File: src/rtl/div_arbiter.sv
// Round-robin arbiter/sequencer sharing one restoring divider among NREQ clients.
// Optional: define DIV_ARBITER_ZERO_CHECK_EN to short-circuit zero divisors with err=1.
module div_arbiter #(
    parameter int NREQ = 4,
    parameter int W    = 8
) (
    input  logic              clk,
    input  logic              reset,
    input  logic [NREQ-1:0]   req,
    input  logic [NREQ*W-1:0] req_m,
    input  logic [NREQ*W-1:0] req_q,
    output logic [NREQ-1:0]   gnt,
    output logic [NREQ-1:0]   done,
    output logic [W-1:0]      res_quo,
    output logic [W-1:0]      res_rem,
    output logic              err,
    output logic              div_start,
    input  logic              div_busy,
    output logic [W-1:0]      div_m,
    output logic [W-1:0]      div_q,
    input  logic [W-1:0]      div_outbus
);
    // state     | meaning
    // IDLE      | arbitrate; latch winner operands and grant
    // START     | raise div_start
    // WAIT_BUSY | hold div_start until divider reports busy
    // WAIT_DONE | wait for busy to fall; outbus carries quotient
    // CAP_REM   | outbus carries remainder
    // DONE      | one-cycle done pulse to winner, advance pointer

    localparam int IW = (NREQ > 1) ? $clog2(NREQ) : 1;

    typedef enum logic [2:0] {
        IDLE,
        START,
        WAIT_BUSY,
        WAIT_DONE,
        CAP_REM,
        DONE
    } state_t;

    state_t          state, state_d;
    logic [IW-1:0]   ptr, ptr_d;
    logic [IW-1:0]   win, win_d;
    logic [IW-1:0]   pick;
    logic            pick_vld;
    logic [NREQ-1:0] gnt_d;
    logic            div_start_d;
    logic [W-1:0]    div_m_d, div_q_d;
    logic [W-1:0]    quo_cap, quo_cap_d;
    logic [W-1:0]    res_quo_d, res_rem_d;
    logic [W-1:0]    pick_m, pick_q;

    function automatic logic [IW-1:0] wrap_add(input logic [IW-1:0] base, input int k);
        int s;
        s = int'(base) + k;
        if (s >= NREQ) s = s - NREQ;
        return IW'(s);
    endfunction

    // First set request scanning upward from ptr, wrapping at NREQ.
    always_comb begin
        pick     = '0;
        pick_vld = 1'b0;
        for (int k = 0; k < NREQ; k++) begin
            if (!pick_vld && req[wrap_add(ptr, k)]) begin
                pick     = wrap_add(ptr, k);
                pick_vld = 1'b1;
            end
        end
    end

    assign pick_m = req_m[int'(pick)*W +: W];
    assign pick_q = req_q[int'(pick)*W +: W];
    assign done   = (state == DONE) ? gnt : '0;

`ifdef DIV_ARBITER_ZERO_CHECK_EN
    logic err_r, err_d;
    assign err = err_r;
`else
    assign err = 1'b0;
`endif

    always_comb begin
        state_d     = state;
        ptr_d       = ptr;
        win_d       = win;
        gnt_d       = gnt;
        div_start_d = div_start;
        div_m_d     = div_m;
        div_q_d     = div_q;
        quo_cap_d   = quo_cap;
        res_quo_d   = res_quo;
        res_rem_d   = res_rem;
`ifdef DIV_ARBITER_ZERO_CHECK_EN
        err_d       = err_r;
`endif
        case (state)
            IDLE: begin
                if (pick_vld) begin
                    win_d   = pick;
                    gnt_d   = NREQ'(1) << pick;
                    div_m_d = pick_m;
                    div_q_d = pick_q;
`ifdef DIV_ARBITER_ZERO_CHECK_EN
                    if (pick_m == '0) begin
                        res_quo_d = '1;
                        res_rem_d = pick_q;
                        err_d     = 1'b1;
                        state_d   = DONE;
                    end else begin
                        err_d   = 1'b0;
                        state_d = START;
                    end
`else
                    state_d = START;
`endif
                end
            end
            START: begin
                div_start_d = 1'b1;
                state_d     = WAIT_BUSY;
            end
            WAIT_BUSY: begin
                if (div_busy) begin
                    div_start_d = 1'b0;
                    state_d     = WAIT_DONE;
                end
            end
            WAIT_DONE: begin
                if (!div_busy) begin
                    quo_cap_d = div_outbus;
                    state_d   = CAP_REM;
                end
            end
            CAP_REM: begin
                // Results are published together so they stay stable until the next done.
                res_quo_d = quo_cap;
                res_rem_d = div_outbus;
                state_d   = DONE;
            end
            DONE: begin
                gnt_d   = '0;
                ptr_d   = wrap_add(win, 1);
                state_d = IDLE;
            end
            default: state_d = IDLE;
        endcase
    end

    always_ff @(posedge clk) begin
        if (reset) begin
            state     <= IDLE;
            ptr       <= '0;
            win       <= '0;
            gnt       <= '0;
            div_start <= 1'b0;
            div_m     <= '0;
            div_q     <= '0;
            quo_cap   <= '0;
            res_quo   <= '0;
            res_rem   <= '0;
`ifdef DIV_ARBITER_ZERO_CHECK_EN
            err_r     <= 1'b0;
`endif
        end else begin
            state     <= state_d;
            ptr       <= ptr_d;
            win       <= win_d;
            gnt       <= gnt_d;
            div_start <= div_start_d;
            div_m     <= div_m_d;
            div_q     <= div_q_d;
            quo_cap   <= quo_cap_d;
            res_quo   <= res_quo_d;
            res_rem   <= res_rem_d;
`ifdef DIV_ARBITER_ZERO_CHECK_EN
            err_r     <= err_d;
`endif
        end
    end

endmodule

File: config.mk
export PLATFORM = sky130hd
export DESIGN_NAME = div_arbiter
export DESIGN_NICKNAME = d
export VERILOG_FILES = /design/src/rtl/div_arbiter.sv
export SDC_FILE = /design/constraint.sdc
export NUM_CORES = 1
export LEC_CHECK = 0
export CORE_UTILIZATION = 44
export CTS_CLUSTER_SIZE = 30
export DETAILED_ROUTE_END_ITERATION = 6
export PLACE_DENSITY_LB_ADDON = 0.12
export SYNTH_ARGS = -nofsm -noshare
export SYNTH_HDL_FRONTEND = slang
export SYNTH_SLANG_ARGS = --single-unit
File: constraint.sdc
create_clock -name clk -period 3.2 [get_ports clk]
set_clock_uncertainty 0.2 [all_clocks]
set_input_delay 0.32 -clock clk [delete_from_list [all_inputs] [get_ports clk]]
set_output_delay 0.32 -clock clk [all_outputs]
set_load 0.02 [all_outputs]
### After elaboration in Yosys (flattened, before gate mapping)

Index checks and enable logic that the tools add are counted.

* input port bits: 79
* output and inout bits: 42
* logic and storage cells: 84
* bits in registers: 52

* magnitude comparators: 9
* bitwise logic cells: 1
* add/subtract/negate cells: 9
* reduce and logical (&&, ||, !) cells: 14
* equal/unequal tests: 8
* multiplexer cells: 30
* shifts and indexed selects: 3

Operator list (count)
* $shiftx 32x6->8: 2
* $mux 2: 9
* $pmux 3 s5: 1
* $ge 3x3->1 const B: 4
* $lt 2x3->1 const B: 4
* $sub 2x1->2 const B: 5
* $mux 1: 9
* $mux 3: 3
* $bmux 1 s2: 4
* $mux 4: 2
* $pmux 4 s2: 1
* $reduce_and 2->1: 4
* $add 2x1->3 const B: 2
* $add 2x2->3 const B: 2
* $eq 3x2->1 const B: 2
* $eq 3x3->1 const B: 2
* $ne 2x2->1 const B: 3
* $reduce_bool 2->1: 2
* $shl 1x2->4 const A: 1
* $eq 3x1->1 const B: 1
* $ge 2x3->1 const B: 1
* $logic_and 1x1->1: 3
* $logic_not 1->1: 3
* $logic_not 3->1: 1
* 3 further kinds: 3

### Logic depth before layout (Yosys ltp)

* depth after elaboration: 17
* gate-level depth with buffers: 7
* mapped depth without buffers: 5

### Worst setup path before layout

OpenSTA, ideal clock, no wires.

* path kind: flip-flop to flip-flop
* from: reg ptr[0]
* to: reg div_m[0]
* library setup time: 122 ps
* clock period less this slack: 2103 ps
* arrival time: 1782 ps
* data required time: 2878 ps
* path slack: 1097 ps
* buffers on the path: 1
* cell stages (with the launch flop): 7
* path through: dfxtp_1 -> nand2b_1 -> nand4b_2 -> nand2_2 -> buf_2 -> mux2_2 -> a221o_1

* word-level cells in the longest chain between the ends: 15
* elaborated cells on any way between the ends: 39
* classes of those cells: add/sub: 7; order compare: 4; shift: 1; mux: 20; reduce/logical: 7

Ends and longest elaborated chain
* from (decl): line 43 `logic [IW-1:0] ptr, ptr_d;`
* from (signal assigned): line 168 `ptr <= ptr_d;`
* branches (longest 15 deep; another with $add 2x1->3)
* to (signal assigned): line 172 `div_m <= div_m_d;`
* to (decl): line 19 `output logic [W-1:0] div_m,`

Several ways; the timed one is not identified. The select of a mux whose other input is x is not followed.
A chain may end at the register's enable or synchronous reset.

### Worst setup path after layout

* from: in req[0]
* to: reg div_m[0]

* word-level cells in the longest chain between the ends: 13
* elaborated cells on any way between the ends: 24
* classes of those cells: shift: 1; mux: 16; reduce/logical: 7

Ends and longest elaborated chain
* from (decl): line 9 `input logic [NREQ-1:0] req,`
* $bmux 1 s2: line 66 `if (!pick_vld && req[wrap_add(ptr, k)]) begin`
* $mux 1 (implied by the code): line 66
* $mux 1: line 66
* $logic_not 1->1: line 66
* $logic_and 1x1->1: line 66
* $mux 1: line 66
* $logic_not 1->1: line 66
* $logic_and 1x1->1: line 66
* $mux 1: line 66
* $logic_not 1->1: line 66
* $logic_and 1x1->1: line 66
* $mux 2 / $mux 1 (equally long branches): line 66
* $shiftx 32x6->8 / $reduce_and 2->1 (equally long branches)

Several ways; a longest one is shown, not always the timed one. The select of a mux whose other input is x is not followed.

==> impl_results.rst <==
.. list-table::
   :header-rows: 1

   * - Metric
     - Value
   * - Vias per cell
     - 5.517
   * - Initial core utilization
     - 45.99%
   * - Number of setup buffers added after CTS
     - 0
   * - Placer's final routability congestion estimate
     - 0.8888
   * - Total clock buffers created by CTS
     - 5
   * - Number of antenna cells inserted
     - 0
   * - Cts-stage hold buffer count
     - 0
   * - Leak Pwr
     - 1.346 nW
   * - Critical path arrival
     - 2.63 ns
   * - Capturing element of the worst setup path
     - div_m[0]
   * - Total number of vias
     - 2,670
   * - Post-synthesis sequential element count
     - 52
   * - Routed wl met3
     - 588 um
   * - Number of nets produced by synthesis
     - 377
   * - Setup repair after global routing missed its margin
     - false
   * - Peak Freq
     - 0.3875 GHz
   * - Post-Route Setup TNS
     - 0 ns
   * - Final wirelength
     - 7432 um
   * - Largest fanout of any net on the critical path
     - 15
   * - Max H-tree Level
     - 2
   * - Number of nets in the layout
     - 490
   * - Power per unit of standard cell area
     - 395.0 nW/um^2
   * - Share of synthesized registers carrying an async set or reset
     - 0%
   * - Global-route wire length before repair
     - 11,900 um
   * - CTS tree
     - built
   * - Finish-stage setup viols
     - 0
   * - Worst R2R End
     - div_q[4]
   * - Clock net sink count
     - 52
   * - Clock Latency Late Sink
     - 0.31 ns
   * - Largest buffer count on any clock path
     - 2
   * - Met2 Routed Length
     - 3505 um
   * - Via count of the first global-routing pass
     - 2,454
   * - Sum of routed wire segments on met1
     - 3239 um
   * - Relative slew slack
     - 22.66%
   * - Critical Path RT
     - 3.25 ns
   * - Area of the die
     - 6136 sq um
   * - Vertical extent of the die
     - 78.33 um
   * - WL per Instance
     - 15.36 um
   * - Area of the mapped netlist
     - 2564 sq um
   * - Clock-pin slew on the worst setup and hold paths
     - 0.10 ns
   * - Worst flop-to-flop path startpoint
     - state[1]
   * - Residual DRC
     - 0
   * - Floorplan row count
     - 27
   * - Worst reg2reg path depth
     - 5
   * - Sequential share of power
     - 47.3%
   * - VDD IR-drop max
     - 0.0002717 V
   * - Clock power share
     - 25.4%
   * - Number of library cell types mapped by synthesis
     - 44
   * - Min Tclk post-route
     - 2.581 ns
   * - Most used flip-flop cell after synthesis
     - sky130_fd_sc_hd__dfxtp_1
   * - Critical Path Sink Type
     - flip-flop
   * - Final Hold Slack
     - 0.2609 ns
   * - Largest net degree at the start of global routing
     - 22
   * - Share of total power consumed by net switching
     - 29.58%
   * - Die Width
     - 78.33 um
   * - Total GRT Usage
     - 24.52%
   * - Type of the most critical hold path
     - flip-flop to flip-flop
   * - Post-Synthesis Mean Instance Area
     - 8.603 sq um
   * - Combinational Power Share
     - 27.3%
   * - Worst setup path category
     - primary input to flip-flop
   * - Top routing layer used
     - met4
   * - Total congestion overflow
     - 0
   * - Sequential area share after synthesis
     - 40.61%
   * - Count of flip-flops with a built-in enable after synthesis
     - 0
   * - Port Buffer Count
     - 119
   * - Internal Pwr Total
     - 1.086 mW
   * - Critical path launch point
     - req[0]
   * - Number of search-and-repair iterations in the first detailed-routing pass
     - 4
   * - Total of warnings raised by yosys
     - 0
   * - Area overhead of the layout relative to synthesis
     - 52.32%
   * - Slew @ Worst Pin
     - 1.156 ns
   * - Share of layout cells above drive strength 1
     - 11.89%
   * - Antenna violations before repair
     - 0
   * - Number of placed I/O pins
     - 121
   * - Net switching power of the design
     - 0.4563 mW
   * - Total power
     - 1.542 mW
   * - Core area
     - 5574 sq um
   * - Number of endpoints with negative hold slack in the final report
     - 0
   * - Register-to-register path setup slack
     - 0.71 ns
   * - Antenna-violating nets left
     - 0
   * - Clock root buffer master
     - sky130_fd_sc_hd__clkbuf_8
   * - Cell count after synthesis
     - 298
   * - Crit path launch type
     - primary input
   * - Iteration-0 DRC count of the detailed router
     - 135
   * - Number of gates given a new drive strength after cts
     - 0
   * - Max-capacitance violation count
     - 0
   * - Placed wire-length estimate after detailed placement
     - 5471 um
   * - Number of fill cells in the layout
     - 487
   * - Tcrit/Tclk final
     - 80.64%
   * - Number of pins exceeding their max-slew limit in the final report
     - 0
   * - Result of the run
     - finished, final reports clean
## cells by family (layout without fill, tap and decap cells)
kind of cell	after synthesis	in the layout	synth area share, %
buffers and inverters	24	138	4.148
multiplexers	16	16	7.028
AND/OR/NAND/NOR	113	113	22.30
AO/OA/AOI/OAI	91	91	25.43
flip-flops	52	52	40.61
XOR/XNOR	1	1	0.3417
other	1	1	0.1463
## state kept, by name (all words and copies together), names as in the netlist
signal,count
quo_cap,8
res_quo,8
div_start,1
win,2
res_rem,8
state,3
div_q,8
div_m,8
ptr,2
gnt,4
## final cells by class
class	count	area, sq um	share of cell area (%)
clock buffer	6	72.57	1.858
clock inverter	2	17.52	0.4486
inverter	3	11.26	0.2884
timing repair buffer	127	1251	32.04
sequential	52	1041	26.66
multi-input combinational	222	1421	36.40
tap	72	90.09	2.307
## through the flow
stage	util, %	cells	cell area, sq um	worst slack [ns]
2_1_floorplan	-	298	2564	1.097
3_3_place_gp	68.44	476	3815	0.4284
3_5_place_dp	68.44	476	3815	0.3024
4_1_cts	70.06	484	3905	0.6303
5_1_grt	70.06	484	3905	0.5193
6_report	70.06	484	3905	0.6194
## cell usage after synthesis (2+ instances only)
| cell | n | share of area, % |
|---|---|---|
| sky130_fd_sc_hd__a211oi_1 | 4 | 1.2 |
| sky130_fd_sc_hd__a21boi_0 | 8 | 2.3 |
| sky130_fd_sc_hd__a21boi_2 | 9 | 4.0 |
| sky130_fd_sc_hd__a21oi_1 | 31 | 6.1 |
| sky130_fd_sc_hd__a221o_1 | 15 | 5.9 |
| sky130_fd_sc_hd__and2_1 | 4 | 0.98 |
| sky130_fd_sc_hd__buf_2 | 4 | 0.78 |
| sky130_fd_sc_hd__clkbuf_1 | 15 | 2.2 |
| sky130_fd_sc_hd__dfxtp_1 | 52 | 41 |
| sky130_fd_sc_hd__inv_1 | 3 | 0.44 |
| sky130_fd_sc_hd__mux2_2 | 16 | 7.0 |
| sky130_fd_sc_hd__nand2_1 | 54 | 7.9 |
| sky130_fd_sc_hd__nand2b_1 | 4 | 0.98 |
| sky130_fd_sc_hd__nand3_1 | 16 | 3.1 |
| sky130_fd_sc_hd__nand3b_1 | 3 | 0.88 |
| sky130_fd_sc_hd__nor2_1 | 11 | 1.6 |
| sky130_fd_sc_hd__nor2b_1 | 2 | 0.49 |
| sky130_fd_sc_hd__nor3_1 | 2 | 0.39 |
| sky130_fd_sc_hd__nor3b_1 | 2 | 0.59 |
| sky130_fd_sc_hd__nor4_1 | 2 | 0.49 |
| sky130_fd_sc_hd__o21ai_0 | 18 | 3.5 |
## worst min-delay path by stage
stage                     startpoint          to  slack [ns]  cells after the start
final                     quo_cap[7]  res_quo[7]        0.26                      2
after global routing      quo_cap[0]  quo_cap[0]        0.28                      2
after CTS                 quo_cap[7]  res_quo[7]        0.26                      2
after detailed placement  quo_cap[7]  res_quo[7]        0.25                      2
after global placement    quo_cap[2]  quo_cap[2]        0.24                      2
after floorplan           quo_cap[0]  res_quo[0]        0.23                      2
## worst max-delay path: stages
cell and delay, ns:
sky130_fd_sc_hd__clkdlybuf4s50_1 0.46, sky130_fd_sc_hd__nor4_1 0.53, sky130_fd_sc_hd__nor4_1 0.12, sky130_fd_sc_hd__nor2_1 0.89, sky130_fd_sc_hd__a221o_1 0.30
## layout by cell type (no fill, tap or decap), types with 2 or more instances in the layout
master / synthesis / final
sky130_fd_sc_hd__o21ai_0: 18 / 18
sky130_fd_sc_hd__buf_4: 1 / 8
sky130_fd_sc_hd__nand2_1: 54 / 54
sky130_fd_sc_hd__a21boi_0: 8 / 8
sky130_fd_sc_hd__inv_1: 3 / 3
sky130_fd_sc_hd__and2_1: 4 / 4
sky130_fd_sc_hd__clkdlybuf4s50_1: 0 / 119
sky130_fd_sc_hd__inv_6: 0 / 2
sky130_fd_sc_hd__nor3_2: 1 / 2
sky130_fd_sc_hd__nor4_1: 2 / 2
sky130_fd_sc_hd__nand2b_1: 4 / 4
sky130_fd_sc_hd__nor2_1: 11 / 11
sky130_fd_sc_hd__a21boi_2: 9 / 9
sky130_fd_sc_hd__a211oi_1: 4 / 4
sky130_fd_sc_hd__nor3b_1: 2 / 2
sky130_fd_sc_hd__mux2_2: 16 / 16
sky130_fd_sc_hd__nor2b_1: 2 / 2
sky130_fd_sc_hd__clkbuf_8: 0 / 5
sky130_fd_sc_hd__a221o_1: 15 / 15
sky130_fd_sc_hd__nand3b_1: 3 / 3
sky130_fd_sc_hd__dfxtp_1: 52 / 52
sky130_fd_sc_hd__nand3_1: 16 / 16
sky130_fd_sc_hd__a21oi_1: 31 / 31
## power groups by stage
stage | logic (mW) | clock network (mW) | registers (mW)
after floorplan | 0.171 | 0 | 0.776
final | 0.422 | 0.391 | 0.730
after global routing | 0.450 | 0.431 | 0.736
after CTS | 0.422 | 0.400 | 0.729
after global placement | 0.414 | 0 | 0.743
after detailed placement | 0.420 | 0 | 0.745
## routing by layer
layer  up-vias  track usage, %
li1       1305               -
met1      1239           30.48
met2       117           42.89
met3         9           5.116
met4         0           6.296
met5         -               0
Note: power is estimated with default switching activity, not from simulation.
